===== src/rtl/rx_fifo_pkg.sv =====
// Shared constants and types for the receive character FIFO.
// Character width, default depth/pointer width, handshake FSM state encoding.
// Imported by rx_fifo and rx_fifo_mem.
package rx_fifo_pkg;

    localparam int CHAR_W         = 8;
    localparam int RX_FIFO_DEPTH  = 16;
    localparam int RX_FIFO_ADDR_W = 4;

    // Handshake toward the serial rx block.
    typedef enum logic {
        ST_IDLE = 1'b0,
        ST_ACK  = 1'b1
    } rx_hs_state_t;

endpackage


===== src/rtl/rx_fifo_mem.sv =====
// Character storage for rx_fifo: DEPTH x CHAR_W array, sync write, async read.
// Latency: write visible on rd_data the cycle after the write edge; read is combinational.
// Backpressure: none; the caller gates wr_en.
// Ports: clk; wr_en/wr_addr/wr_data write port; rd_addr -> rd_data read port.
module rx_fifo_mem
    import rx_fifo_pkg::*;
#(
    parameter int DEPTH  = RX_FIFO_DEPTH,
    parameter int ADDR_W = RX_FIFO_ADDR_W
) (
    input  logic              clk,
    input  logic              wr_en,
    input  logic [ADDR_W-1:0] wr_addr,
    input  logic [0:CHAR_W-1] wr_data,
    input  logic [ADDR_W-1:0] rd_addr,
    output logic [0:CHAR_W-1] rd_data
);

    // No reset: contents are only meaningful where the occupancy count says so,
    // and leaving it reset-free lets the array map onto LUT RAM.
    logic [0:CHAR_W-1] mem [DEPTH];

    always_ff @(posedge clk) begin
        if (wr_en) begin
            mem[wr_addr] <= wr_data;
        end
    end

    assign rd_data = mem[rd_addr];

endmodule


===== src/rtl/rx_fifo.sv =====
// Receive FIFO behind the serial rx block: acks each rx character once, queues it, presents oldest to KSF/KRB.
// Latency: a captured character appears on rd_char/rd_flag one cycle after capture; pops advance rd_char next edge.
// Backpressure: none toward rx; a character arriving while full (and no same-cycle pop) is dropped and sets overrun.
// Ports: clk, reset (async active-low), clear (sync); rx_flag/rx_char/rx_clear_flag to rx;
//        rd_flag/rd_char/rd_strobe/count to the IOT logic; overrun/clear_overrun sticky drop flag.
module rx_fifo
    import rx_fifo_pkg::*;
#(
    parameter int DEPTH  = RX_FIFO_DEPTH,
    parameter int ADDR_W = RX_FIFO_ADDR_W
) (
    input  logic              clk,
    input  logic              reset,
    input  logic              clear,
    input  logic              rx_flag,
    input  logic [0:CHAR_W-1] rx_char,
    output logic              rx_clear_flag,
    output logic              rd_flag,
    output logic [0:CHAR_W-1] rd_char,
    input  logic              rd_strobe,
    output logic [0:ADDR_W]   count,
    output logic              overrun,
    input  logic              clear_overrun
);

    localparam logic [ADDR_W:0] FULL_CNT = (ADDR_W+1)'(DEPTH);

    rx_hs_state_t      state, state_nx;
    logic [ADDR_W-1:0] wr_ptr, rd_ptr, rd_ptr_nx;
    logic [ADDR_W:0]   cnt, cnt_nx, cnt_after_pop;
    logic              wr_req, wr_ok, pop_ok, drop;
    logic [0:CHAR_W-1] mem_rd_data, rd_char_q;
    logic              rd_flag_q, overrun_q;

    // Handshake FSM: one capture per rx flag assertion.
    always_ff @(posedge clk or negedge reset) begin
        if (!reset) begin
            state <= ST_IDLE;
        end else begin
            state <= state_nx;
        end
    end

    always_comb begin
        state_nx = state;
        wr_req   = 1'b0;
        case (state)
            ST_IDLE: begin
                if (rx_flag) begin
                    wr_req   = 1'b1;
                    state_nx = ST_ACK;
                end
            end
            ST_ACK: begin
                if (!rx_flag) begin
                    state_nx = ST_IDLE;
                end
            end
            default: state_nx = ST_IDLE;
        endcase
        if (clear) begin
            wr_req   = 1'b0;
            state_nx = ST_IDLE;
        end
    end

    // Decoded from the state register so reset drops it asynchronously.
    assign rx_clear_flag = (state == ST_ACK);

    // A pop in the same cycle frees the slot, so a full FIFO can still accept.
    assign pop_ok        = rd_strobe && (cnt != '0) && !clear;
    assign wr_ok         = wr_req && ((cnt != FULL_CNT) || rd_strobe);
    assign drop          = wr_req && !wr_ok;
    assign cnt_after_pop = cnt - (ADDR_W+1)'(pop_ok);
    assign cnt_nx        = cnt_after_pop + (ADDR_W+1)'(wr_ok);
    assign rd_ptr_nx     = rd_ptr + ADDR_W'(pop_ok);

    rx_fifo_mem #(
        .DEPTH  (DEPTH),
        .ADDR_W (ADDR_W)
    ) u_mem (
        .clk     (clk),
        .wr_en   (wr_ok),
        .wr_addr (wr_ptr),
        .wr_data (rx_char),
        .rd_addr (rd_ptr_nx),
        .rd_data (mem_rd_data)
    );

    always_ff @(posedge clk or negedge reset) begin
        if (!reset) begin
            wr_ptr    <= '0;
            rd_ptr    <= '0;
            cnt       <= '0;
            rd_flag_q <= 1'b0;
            rd_char_q <= '0;
            overrun_q <= 1'b0;
        end else if (clear) begin
            wr_ptr    <= '0;
            rd_ptr    <= '0;
            cnt       <= '0;
            rd_flag_q <= 1'b0;
            rd_char_q <= '0;
            overrun_q <= 1'b0;
        end else begin
            if (wr_ok) begin
                wr_ptr <= wr_ptr + ADDR_W'(1);
            end
            rd_ptr    <= rd_ptr_nx;
            cnt       <= cnt_nx;
            rd_flag_q <= (cnt_nx != '0);
            // Registered head: when the only surviving entry is the one being
            // written now, the array has not been updated yet, so bypass rx_char.
            if (cnt_nx != '0) begin
                rd_char_q <= (cnt_after_pop == '0) ? rx_char : mem_rd_data;
            end
            // Set beats clear when both happen in one cycle.
            if (drop) begin
                overrun_q <= 1'b1;
            end else if (clear_overrun) begin
                overrun_q <= 1'b0;
            end
        end
    end

    assign rd_flag = rd_flag_q;
    assign rd_char = rd_char_q;
    assign count   = cnt;
    assign overrun = overrun_q;

endmodule


===== config.mk =====
export PLATFORM = sky130hd
export DESIGN_NAME = rx_fifo
export DESIGN_NICKNAME = d
export VERILOG_FILES = /design/src/rtl/rx_fifo_pkg.sv /design/src/rtl/rx_fifo_mem.sv /design/src/rtl/rx_fifo.sv
export SDC_FILE = /design/constraint.sdc
export NUM_CORES = 1
export LEC_CHECK = 0
export CAP_MARGIN = 0
export CELL_PAD_IN_SITES_DETAIL_PLACEMENT = 1
export CELL_PAD_IN_SITES_GLOBAL_PLACEMENT = 1
export CORE_MARGIN = 2
export CORE_UTILIZATION = 54
export DETAILED_ROUTE_END_ITERATION = 8
export GPL_TIMING_DRIVEN = 0
export PLACE_DENSITY = 0.85
export SETUP_SLACK_MARGIN = 0.3
export SKIP_LAST_GASP = 1
export SLEW_MARGIN = 25
export SYNTH_ARGS = -nofsm -noshare
export SYNTH_HDL_FRONTEND = slang
export SYNTH_HIERARCHICAL = 1
export SYNTH_SLANG_ARGS = --single-unit

===== constraint.sdc =====
create_clock -name clk -period 6.1 [get_ports clk]
set_input_delay 1.22 -clock clk [delete_from_list [all_inputs] [get_ports clk]]
set_output_delay 1.22 -clock clk [all_outputs]
set_load 0.02 [all_outputs]

Yosys cells after proc, flatten, opt, wreduce, memory -nomap -nowiden

Memory sizes are Yosys's and may differ from the RTL's.
Cells that the tools add are included.
Widths: inputs -> output; s select.

Bits in registers: 24
RAM bits: 128
Bits of input ports: 14
Memories kept: 1

Memory list:

| memory    | depth | width | read ports | clocked after memory_dff | write ports | RTL line          | source |
|---|---|---|---|---|---|---|---|
| u_mem.mem | 16    | 8     | 1          | 0                        | 1           | rx_fifo_mem.sv:21 | `logic [0:CHAR_W-1] mem [DEPTH];` |

Add/sub/neg operators: 4
Equal/unequal tests: 1
Multiplexer cells: 17
Reduce and logical (&&, ||, !) cells: 13

Operators by type and width:

| operator            | number |
|---|---|
| $mux 8              | 3 |
| $mux 4              | 3 |
| $mux 1              | 10 |
| $reduce_bool 5->1   | 2 |
| $add 5x1->5         | 1 |
| $logic_not 5->1     | 1 |
| $mux 5              | 1 |
| $ne 5x5->1 const B  | 1 |
| $sub 5x1->5         | 1 |
| $add 4x1->4         | 1 |
| $add 4x1->4 const B | 1 |
| $logic_and 1x1->1   | 4 |
| $reduce_bool 2->1   | 2 |
| $reduce_bool 3->1   | 1 |
| $logic_not 1->1     | 2 |
| $logic_or 1x1->1    | 1 |

Logic depth before layout (Yosys ltp)

Gate-level depths: netlist of the first run.

Depth after elaboration: 8
Depth in mapped cells: 13
Gate-level depth less buffers: 11

Cells and area by module

Netlist of the first run, hierarchy kept.

By module, submodules not included:

| module      | times used | cells an instance | area an instance (sq um) |
|---|---|---|---|
| rx_fifo_mem | 1          | 221               | 4987.3 |
| rx_fifo     | 1          | 123               | 1316.3 |

Worst setup path after synthesis of the first run

No wires, ideal clock.

Path kind: input to register
Start point: in clear
End point: reg rd_char_q (netlist bit rd_char[0])
Setup time: 0.120 ns
Data arrival time: 3.336 ns
Data required time: 5.980 ns
Path slack: 2.644 ns
Stages on the path: 12
Path buffers: 2
Cells stage by stage: inv_1 clkbuf_1 o211a_1 ha_1 nand3_1 xnor2_1 and2b_1 clkdlybuf4s25_2 a22oi_1 nand2_1 a221o_1 o211a_1

Cells in the longest elaborated chain, start to end: 7

RTL lines:

| element                   | RTL line       | source |
|---|---|---|
| start: declaration        | rx_fifo.sv:14  | `input logic clear,` |
| $logic_not 1->1           | rx_fifo.sv:71  | `assign pop_ok = rd_strobe && (cnt != '0) && !clear;` |
| $logic_and 1x1->1         | rx_fifo.sv:71  |  |
| $add 4x1->4               | rx_fifo.sv:76  | `assign rd_ptr_nx = rd_ptr + ADDR_W'(pop_ok);` |
| net rd_ptr_nx[3]          | rx_fifo.sv:29  | `logic [ADDR_W-1:0] wr_ptr, rd_ptr, rd_ptr_nx;` |
| $mem_v2 16x8              | -              |  |
| net mem_rd_data (one bit) | rx_fifo.sv:32  | `logic [0:CHAR_W-1] mem_rd_data, rd_char_q;` |
| $mux 8                    | rx_fifo.sv:115 | `rd_char_q <= (cnt_after_pop == '0) ? rx_char : mem_rd_data;` |
| $mux 8                    | rx_fifo.sv:114 | `if (cnt_nx != '0) begin` |
| $mux 8                    | rx_fifo.sv:98  | `end else if (clear) begin` |
| end signal: assignment    | rx_fifo.sv:115 |  |
| end: declaration          | rx_fifo.sv:32  |  |

The timed path passes the listed nets, and every way through them passes these cells. The select of a mux whose other input is x is not followed.
A chain may end at the register's enable or synchronous reset.

Final worst setup path of the first run

Start point: in clear
End point: reg rd_char_q (netlist bit rd_char[4])

The elaborated chain is that of the path after synthesis.

==> results of run 1 <==
-- registers in the layout, indices dropped and copies added (netlist names) --
signal,count
rx_clear_flag,1
rd_flag,1
overrun,1
rd_char,8
rd_ptr,4
u_mem/mem,128
count,5
wr_ptr,4
-- critical path: cells and delay by family --
kind | cells | cell delay [ns]
buffers and inverters | 4 | 1.46
AO/OA/AOI/OAI | 4 | 1.11
AND/OR/NAND/NOR | 3 | 0.52
XOR/XNOR | 1 | 0.40
adder cells (fa/ha/maj) | 1 | 0.20
-- worst max-delay path by stage --
stage          cells after the start  start                     end  slack, ns
4_1_cts                           13  clear  rd_char[4]$_DFFE_PN0P_       1.51
6_report                          13  clear  rd_char[4]$_DFFE_PN0P_       1.49
2_1_floorplan                     12  clear  rd_char[0]$_DFFE_PN0P_       2.64
3_5_place_dp                      13  clear  rd_char[5]$_DFFE_PN0P_       1.21
3_3_place_gp                      12  clear  rd_char[6]$_DFFE_PN0P_       1.41
5_1_grt                           13  clear  rd_char[4]$_DFFE_PN0P_       1.26
-- final cells by class --
class,instances,area (um^2)
Sequential cell,152,4440
Tap cell,143,179
Clock buffer,19,433
Fill cell,952,4020
Inverter,13,48.8
Clock inverter,12,174
Timing Repair Buffer,29,285
Buffer,15,118
Multi-Input combinational cell,164,1710
-- synth_stat cells --
library cell	n	share of area
a21oi_1	2	0.0016
a221o_1	8	0.013
a22oi_1	16	0.019
and2_1	3	0.0030
and2b_1	1	0.0012
and3_1	1	0.00099
buf_2	4	0.0032
buf_4	2	0.0024
buf_6	4	0.0071
clkbuf_1	2	0.0012
clkdlybuf4s25_2	3	0.0048
dfrtp_1	24	0.095
edfxtp_1	128	0.61
ha_1	7	0.014
inv_1	13	0.0077
mux2i_1	1	0.0016
mux4_1	14	0.058
mux4_2	18	0.064
nand2_1	10	0.0060
nand2_4	1	0.0018
nand2b_1	3	0.0030
nand3_1	2	0.0016
nand3b_1	4	0.0048
nand4_1	2	0.0020
nand4b_1	1	0.0014
nor2_1	30	0.018
nor2b_1	7	0.0069
nor3_1	4	0.0032
nor3b_1	1	0.0012
nor3b_2	4	0.0079
o211a_1	9	0.014
o21ai_0	1	0.00079
or3b_2	1	0.0014
or4_1	1	0.0012
xnor2_1	6	0.0083
xor2_1	6	0.0083
-- stage by stage --
step                instances   util
floorplan                 344      -
global placement          516  0.593
detailed placement        516  0.594
CTS                       547  0.648
global route              547  0.648
finish                    547  0.648
-- metal layers --
metal,vias up,routed length (um)
li1,1474,-
met1,1800,5870
met2,113,7800
met3,19,863
met4,0,254
met5,-,0
-- logic make-up (layout without fill, tap and decap cells) --
kind of cell | after synthesis | in the layout | synth area share
compound gates | 36 | 36 | 0.0484
mux | 33 | 33 | 0.124
xor+xnor | 12 | 12 | 0.0167
simple gates | 76 | 76 | 0.0653
buf+inv | 28 | 88 | 0.0264
flops | 152 | 152 | 0.705
fa+ha+maj | 7 | 7 | 0.0139
-- power breakdown --
group | internal (uW) | switching, uW | total [uW]
combinational | 615 | 655 | 1270
clock | 682 | 401 | 1080
sequential | 1180 | 41.8 | 1220
total | 2480 | 1100 | 3580
-- cell usage in the layout, fill, tap and decap left out, drive strengths merged, types with 9 or more instances in the layout --
cell	Yosys	routed
inv	13	16
dfrtp	24	24
clkdlybuf4s50	0	28
nor2	30	30
o211a	9	9
buf	10	11
clkbuf	2	21
mux4	32	32
a22oi	16	16
nand2	11	11
edfxtp	128	128
==> metrics.csv, run 1 <==
metric,value,unit
Avg WL per Cell,27.0,um
crit-path cells,clkdlybuf4s50_1 -> inv_1 -> clkbuf_1 -> o211a_1 -> ha_1 -> nand3_1 -> xnor2_1 -> and2b_1 -> clkdlybuf4s25_2 -> a22oi_1 -> nand2_1 -> a221o_1 -> o211a_1,
Setup Skew,0.00586,ns
CP arrival,4.92,ns
"Reg clk slew, reported paths",0.06,ns
worst skew pair latency,0.42,ns
CTS HTree Levels,4,
largest vdd supply drop,0.000350,V
via/cell ratio,6.23,
Pre-antenna DRT Iters,4,
final instance area,0.00739,mm^2
worst r2r path cells,10,
initial antenna violation count,0,
TritonCTS Buffers,17,
setup TNS,0,ns
die area,0.0126,mm^2
n_diodes,0,
Max-Cap Viols,0,
"Setup violations, final",0,
Hold EP,rd_char[7]$_DFFE_PN0P_,
"Distinct cells, synth",36,
vias in the first global route,3656,
CP max stage delay,0.53,ns
Reg-to-Reg Start,count[2]$_DFF_PN0_,
CTS sink count,152,
register area share after synthesis,0.705,
Most common cell on crit path,o211a_1,
Die Width,112,um
critical path peak fanout,10,
Post-CTS Setup Inserts,0,
Final Hold Vio Count,0,
worst hold path type,reg -> reg,
Setup crit start kind,input port,
leakage power figure,0.00265,uW
post-DP HPWL,9700,um
worst-margin pin slew,0.956,ns
root buf cell,clkbuf_16,
crit end category,register,
RSZ-0062 raised after global routing,false,
status,completed,
Netlist Area Pre-Place,0.00630,mm^2
CP max stage cell,clkdlybuf4s50_1,
CTS resizes,0,
Core Rows,39,
kind of critical path,in -> reg,
Post-DRT Antenna Nets,0,
crit share post-route,0.756,
DRT iter0 DRCs,303,
final wirelength,14800,um
cell count after synthesis,344,
GRT Util Overall,0.257,
Power Total,3580,uW
fmax,217,MHz
share of post-route cells with drive strength above 1,0.171,
global-route wire length before repair,23000,um
Reg2Reg Setup Slack,2.36,ns
largest net degree at the start of global routing,25,
Final WS setup,1.49,ns
FF-to-FF End,rd_char[6]$_DFFE_PN0P_,
port buffer count,29,
GPL Wtd Cong,0.833,
Setup WS pre-CTS,1.21,ns
via count,3406,
max_slew headroom,0.360,
Synth Warn #,6,
syn_nets,365,
hold path startpoint,rd_char[7]$_DFFE_PN0P_,
Clock Path Buffers,2,
hold depth,1,
Overflow after GRT,0,
grt met2 use,0.434,
CTS tree,built,
grt peak-use layer,met2,
GRT met3 Usage,0.0508,
"FF+latch count, synth",152,
DRC viols,0,
die extent in y,112,um
Max Slew Vio Count,0,
CTS Hold Buffers Added,0,
fin nets,413,
"Cell Area, Placed",0.00679,mm^2
WHS,0.533,ns
area growth from synthesis to layout,17.3,%
PwrDens,484,mW/mm^2
worst path required time,6.41,ns
syn avg cell area,18.3,um^2
core area,0.0114,mm^2
Tmin final,4.61,ns
Initial Util,0.552,
# IOs,30,
met1 usage,0.341,
No activity file was read; power rests on OpenSTA's default activity.
==> inputs of run 2 (changes only) <==
CORE_UTILIZATION = 47   (was 54)
PLACE_DENSITY = 0.78   (was 0.85)
clock period = 3.9 ns   (was 6.1 ns; I/O delays follow)
==> metrics.csv, run 2 (synthesis results as in run 1) <==
metric,value,unit,change
DRT iter0 DRCs,283,,-6.6%
crit share post-route,0.896,,
Core Rows,42,,+7.7%
Clock Path Buffers,2,,unchanged
DRC viols,0,,unchanged
Most common cell on crit path,o211a_1,,
port buffer count,29,,unchanged
largest vdd supply drop,0.000319,V,-8.8%
vias in the first global route,3771,,+3.1%
kind of critical path,reg -> reg,,
Comb pwr share,0.376,,+0.021
met1 usage,0.278,,-0.0633
Pre-antenna DRT Iters,4,,unchanged
die area,0.0144,mm^2,+14%
CP arrival,3.80,ns,-1.12 ns
GPL Wtd Cong,0.842,,+1.1%
global-route wire length before repair,22600,um,-1.8%
final wirelength,14700,um,-0.48%
Reg power frac,0.344,,+0.002
fmax,286,MHz,
"Setup violations, final",0,,unchanged
status,completed,,
Avg WL per Cell,25.3,um,-6.5%
Sw Share,0.320,,+0.0132
Max Slew Vio Count,0,,unchanged
Initial Util,0.478,,-0.0742
fin nets,415,,+0.48%
area growth from synthesis to layout,18.3,%,
Die Width,120,um,+6.9%
Setup Skew,0.00811,ns,+0.00225 ns
grt peak-use layer,met2,,
die extent in y,120,um,+6.9%
# IOs,30,,unchanged
CP bufs+invs,2,,-2
Setup crit start kind,register,,
net switching power,1790,uW,+63%
CP max stage delay,0.59,ns,+0.06 ns
Max-Cap Viols,0,,unchanged
"commonest non-fill, non-tap cells in the layout","edfxtp_1 (128), nor2_1 (30), clkdlybuf4s50_1 (27)",,
n_diodes,0,,unchanged
critical path peak fanout,10,,unchanged
worst-margin pin slew,0.929,ns,-0.0267 ns
RSZ-0062 raised after global routing,true,,
core area,0.0132,mm^2,+16%
CP max stage cell,mux4_1,,
CTS tree,built,,
via/cell ratio,5.83,,-6.4%
share of post-route cells with drive strength above 1,0.212,,+0.0410
max_slew headroom,0.378,,+0.0178
TritonCTS Buffers,17,,unchanged
via count,3391,,-0.44%
"Reg clk slew, reported paths",0.06,ns,about the same
CTS HTree Levels,4,,unchanged
worst path required time,4.21,ns,-2.20 ns
crit-path cells,or4_1 -> o211a_1 -> ha_1 -> buf_6 -> buf_8 -> mux4_1 -> a22oi_2 -> nand2_1 -> a221o_1 -> o211a_1,,
worst skew pair latency,0.42,ns,about the same
PwrDens,748,mW/mm^2,+55%
"commonest non-fill, non-tap cell in the layout",edfxtp_1,,
max reg flops,128,,unchanged
largest reg by FF count,u_mem/mem,,
post-DP HPWL,9400,um,-3.1%
crit end category,register,,
leakage power figure,0.00264,uW,-0.60%
root buf cell,clkbuf_16,,
Post-DRT Antenna Nets,0,,unchanged
Setup WS pre-CTS,-0.444,ns,-1.66 ns
grt met2 use,0.369,,-0.0642
Final WS setup,0.404,ns,-1.08 ns
clock network power share,0.280,,-0.023
CTS sink count,152,,unchanged
GRT Util Overall,0.222,,-0.0350
Internal,3790,uW,+53%
worst hold path type,in -> async,,
family with the most delay on the worst path,compound AO/OA/AOI/OAI gates,,
Tmin final,3.50,ns,
Overflow after GRT,0,,unchanged
Final Hold Vio Count,0,,unchanged
GRT met3 Usage,0.0504,,-0.000376
"Cell Area, Placed",0.00683,mm^2,+0.68%
largest net degree at the start of global routing,25,,unchanged
initial antenna violation count,0,,unchanged
final instance area,0.00745,mm^2,+0.81%
run 2: cell count changes in the layout (fill, tap and decap cells not counted), moves of 2 or more:
cell       change
buf_2          -2
a22oi_2        +7
clkinv_4       +4
mux4_2         +5
clkinv_1       +2
a22oi_1        -7
clkbuf_1       -2
inv_6          -2
buf_4          +2
bufinv_16      -2
mux4_1         -5
run 2: final timing paths:
check | slack [ns] | end | from | cells after the start
worst max-delay path | 0.40 | rd_char[4]$_DFFE_PN0P_ | count[2]$_DFF_PN0_ | 10
worst min-delay path | 0.35 | rd_char[0]$_DFFE_PN0P_ | reset | 1
worst max register to register | 0.40 | rd_char[4]$_DFFE_PN0P_ | count[2]$_DFF_PN0_ | 10
worst min register to register | 0.54 | rd_char[5]$_DFFE_PN0P_ | rd_char[5]$_DFFE_PN0P_ | 1
max in group asynchronous | 3.16 | wr_ptr[0]$_DFFE_PN0P_ | reset | 1
min in group clk | 0.54 | rd_char[5]$_DFFE_PN0P_ | rd_char[5]$_DFFE_PN0P_ | 1
run 2: power groups by stage:
stage / clock [uW] / sequential [uW] / combinational, uW
6_report: 1560 / 1920 / 2100
5_1_grt: 1650 / 1930 / 2230
3_5_place_dp: 0 / 1950 / 1970
4_1_cts: 1590 / 1920 / 2030
2_1_floorplan: 0 / 2000 / 1350
3_3_place_gp: 0 / 1940 / 1890
run 2: area by class of cell:
cell class              count  area (um^2)
plain buffers              15          138
clock buffers              18          429
clock inverters            13          131
fillers                  1187         5740
inverters                  13         48.8
multi-input cells         164         1750
flip-flops and latches    152         4440
well taps                 176          220
repair buffers             31          297
run 2: what timing repair did:
action	4_1_cts	5_1_grt
hold buffers	0	0
setup endpoints to repair	8	8
pin swaps	0	2
resized for setup	10	15
setup buffers	0	1
cloned	0	1
run 2: metrics by stage:
stage / total power, uW / utilization / TNS (ns) / instances / hold WS, ns
2_1_floorplan: 3360 / - / 0 / 344 / 0.484
3_3_place_gp: 3830 / 0.517 / -4.20 / 549 / 0.507
3_5_place_dp: 3920 / 0.518 / -3.19 / 549 / 0.521
4_1_cts: 5540 / 0.563 / 0 / 580 / 0.549
5_1_grt: 5810 / 0.565 / 0 / 582 / 0.376
6_report: 5580 / 0.565 / 0 / 582 / 0.353
run 2: per-layer routing:
layer / vias up / part of all wire
met4: 0 / 0.029
met1: 1787 / 0.41
met5: - / 0
met2: 103 / 0.53
li1: 1472 / -
met3: 29 / 0.040
==> inputs of run 3 (changes only) <==
SLEW_MARGIN = default   (was 25)
==> metrics.csv, run 3 (synthesis results as in run 1) <==
metric,value,unit,change
worst r2r path cells,10,,unchanged
largest net degree at the start of global routing,25,,unchanged
TritonCTS Buffers,17,,unchanged
crit end category,register,,
final wirelength,14300,um,-2.7%
largest vdd supply drop,0.000367,V,+15%
crit-path cells,or4_1 -> o211a_1 -> ha_1 -> buf_6 -> buf_6 -> mux4_1 -> a22oi_2 -> nand2_1 -> a221o_1 -> o211a_1,,
largest reg by FF count,u_mem/mem,,
CTS sink count,152,,unchanged
Post-DRT Antenna Nets,0,,unchanged
CTS Hold Buffers Added,0,,unchanged
crit share post-route,0.898,,+0.00209
die extent in y,120,um,unchanged
CP arrival,3.81,ns,about the same
Tmin final,3.50,ns,+0.00816 ns
Setup Skew,0.00712,ns,-0.000991 ns
worst skew pair latency,0.42,ns,about the same
Reg2Reg Setup Slack,0.40,ns,about the same
CP max stage cell,mux4_1,,
final instance area,0.00749,mm^2,+0.45%
n_diodes,0,,unchanged
max reg flops,128,,unchanged
global-route wire length before repair,22000,um,-2.7%
area growth from synthesis to layout,18.8,%,
Max Slew Vio Count,0,,unchanged
Reg-to-Reg Start,count[3]$_DFF_PN0_,,
Overflow after GRT,0,,unchanged
FF-to-FF End,rd_char[6]$_DFFE_PN0P_,,
max_slew headroom,0.123,,-0.255
via/cell ratio,5.84,,+0.30%
hold path startpoint,rd_char[4]$_DFFE_PN0P_,,
CP Capture Point,rd_char[6]$_DFFE_PN0P_,,
root buf cell,clkbuf_16,,
Avg WL per Cell,24.5,um,-3.1%
"Reg clk slew, reported paths",0.06,ns,about the same
kind of critical path,reg -> reg,,
"commonest non-fill, non-tap cell in the layout",edfxtp_1,,
Max-Cap Viols,0,,unchanged
"Setup violations, final",0,,unchanged
# IOs,30,,unchanged
Pre-antenna DRT Iters,5,,+1
DRT iter0 DRCs,274,,-3.2%
share of post-route cells with drive strength above 1,0.213,,+0.00141
"Cell Area, Placed",0.00681,mm^2,-0.29%
WHS,0.533,ns,+0.180 ns
Reg area,0.00445,mm^2,about the same
fmax,285,MHz,-0.23%
worst path required time,4.21,ns,about the same
worst-margin pin slew,1.31,ns,+0.376 ns
post-DP HPWL,9390,um,-0.15%
PwrDens,738,mW/mm^2,-1.4%
port buffer count,29,,unchanged
DRC viols,0,,unchanged
Power Total,5530,uW,-0.96%
CTS tree,built,,
core area,0.0132,mm^2,unchanged
Setup crit start kind,register,,
Clock Path Buffers,2,,unchanged
CTS HTree Levels,4,,unchanged
CP max stage delay,0.63,ns,+0.04 ns
critical path peak fanout,10,,unchanged
"commonest non-fill, non-tap cells in the layout","edfxtp_1 (128), nor2_1 (30), clkdlybuf4s50_1 (28)",,
die area,0.0144,mm^2,unchanged
initial antenna violation count,0,,unchanged
via count,3413,,+0.65%
vias in the first global route,3609,,-4.3%
setup TNS,0,ns,unchanged
RSZ-0062 raised after global routing,true,,
status,completed,,
Worst Setup SP,count[3]$_DFF_PN0_,,
worst hold path type,reg -> reg,,
GPL Wtd Cong,0.842,,unchanged
GRT Util Overall,0.215,,-0.00677
fin nets,416,,+0.24%
Final Hold Vio Count,0,,unchanged
Initial Util,0.478,,unchanged
leakage power figure,0.00264,uW,+0.30%
Die Width,120,um,unchanged
area occupied by multi-input gates,0.00177,mm^2,+1.3%
Core Rows,42,,unchanged
Fillers,1183,,-0.34%
==> run 3: worst min path at each step <==
| stage | to | slack [ns] | cells after the start |
|---|---|---|---|
| after floorplan | count[0]$_DFF_PN0_ | 0.48 | 0 |
| after global placement | rd_char[6]$_DFFE_PN0P_ | 0.51 | 1 |
| after detailed placement | rd_char[4]$_DFFE_PN0P_ | 0.52 | 1 |
| after CTS | rd_char[4]$_DFFE_PN0P_ | 0.53 | 1 |
| after global routing | rd_char[1]$_DFFE_PN0P_ | 0.57 | 1 |
| final | rd_char[4]$_DFFE_PN0P_ | 0.53 | 1 |
==> run 3: area by class of cell <==
class,instances,share of cell area
clock inverters,15,0.0169
inverters,13,0.00652
multi-input cells,164,0.236
well taps,176,0.0294
clock buffers,17,0.0568
plain buffers,15,0.0184
repair buffers,32,0.0421
flip-flops and latches,152,0.594
==> run 3: metal layers <==
metal / up-vias / wire [um] / track usage / part of all wire
met5: - / 0 / 0 / 0
met4: 0 / 377 / 0.0949 / 0.026
met3: 30 / 760 / 0.0437 / 0.053
met2: 123 / 7380 / 0.349 / 0.52
met1: 1779 / 5800 / 0.284 / 0.41
li1: 1481 / - / - / -
==> run 3: what timing repair did <==
action                     4_1_cts  5_1_grt
cloned                           0        1
resized for setup                6       19
setup endpoints to repair       16        8
setup buffers                    0        2
pin swaps                        0        1
==> run 3: stage by stage <==
step / std cells / utilization / setup slack (ns)
after floorplan: 344 / - / 0.723
after global placement: 549 / 0.517 / -0.360
after detailed placement: 549 / 0.517 / -0.417
after CTS: 581 / 0.559 / 0.305
after global routing: 584 / 0.568 / 0.269
final: 584 / 0.568 / 0.396
==> run 3: worst max-delay path, delay by kind of cell (launching register included) <==
| family | cells | cell delay (ns) |
|---|---|---|
| AOI/OAI and AO/OA | 4 | 0.99 |
| and+or+nand+nor | 2 | 0.68 |
| muxes | 1 | 0.63 |
| DFF | 1 | 0.43 |
| buffers and inverters | 2 | 0.34 |
| adders and majority gates | 1 | 0.31 |
==> run 3: power breakdown <==
group | internal (uW) | switching [uW]
combinational | 1020 | 1070
clock | 874 | 636
sequential | 1850 | 72.7
total | 3750 | 1780
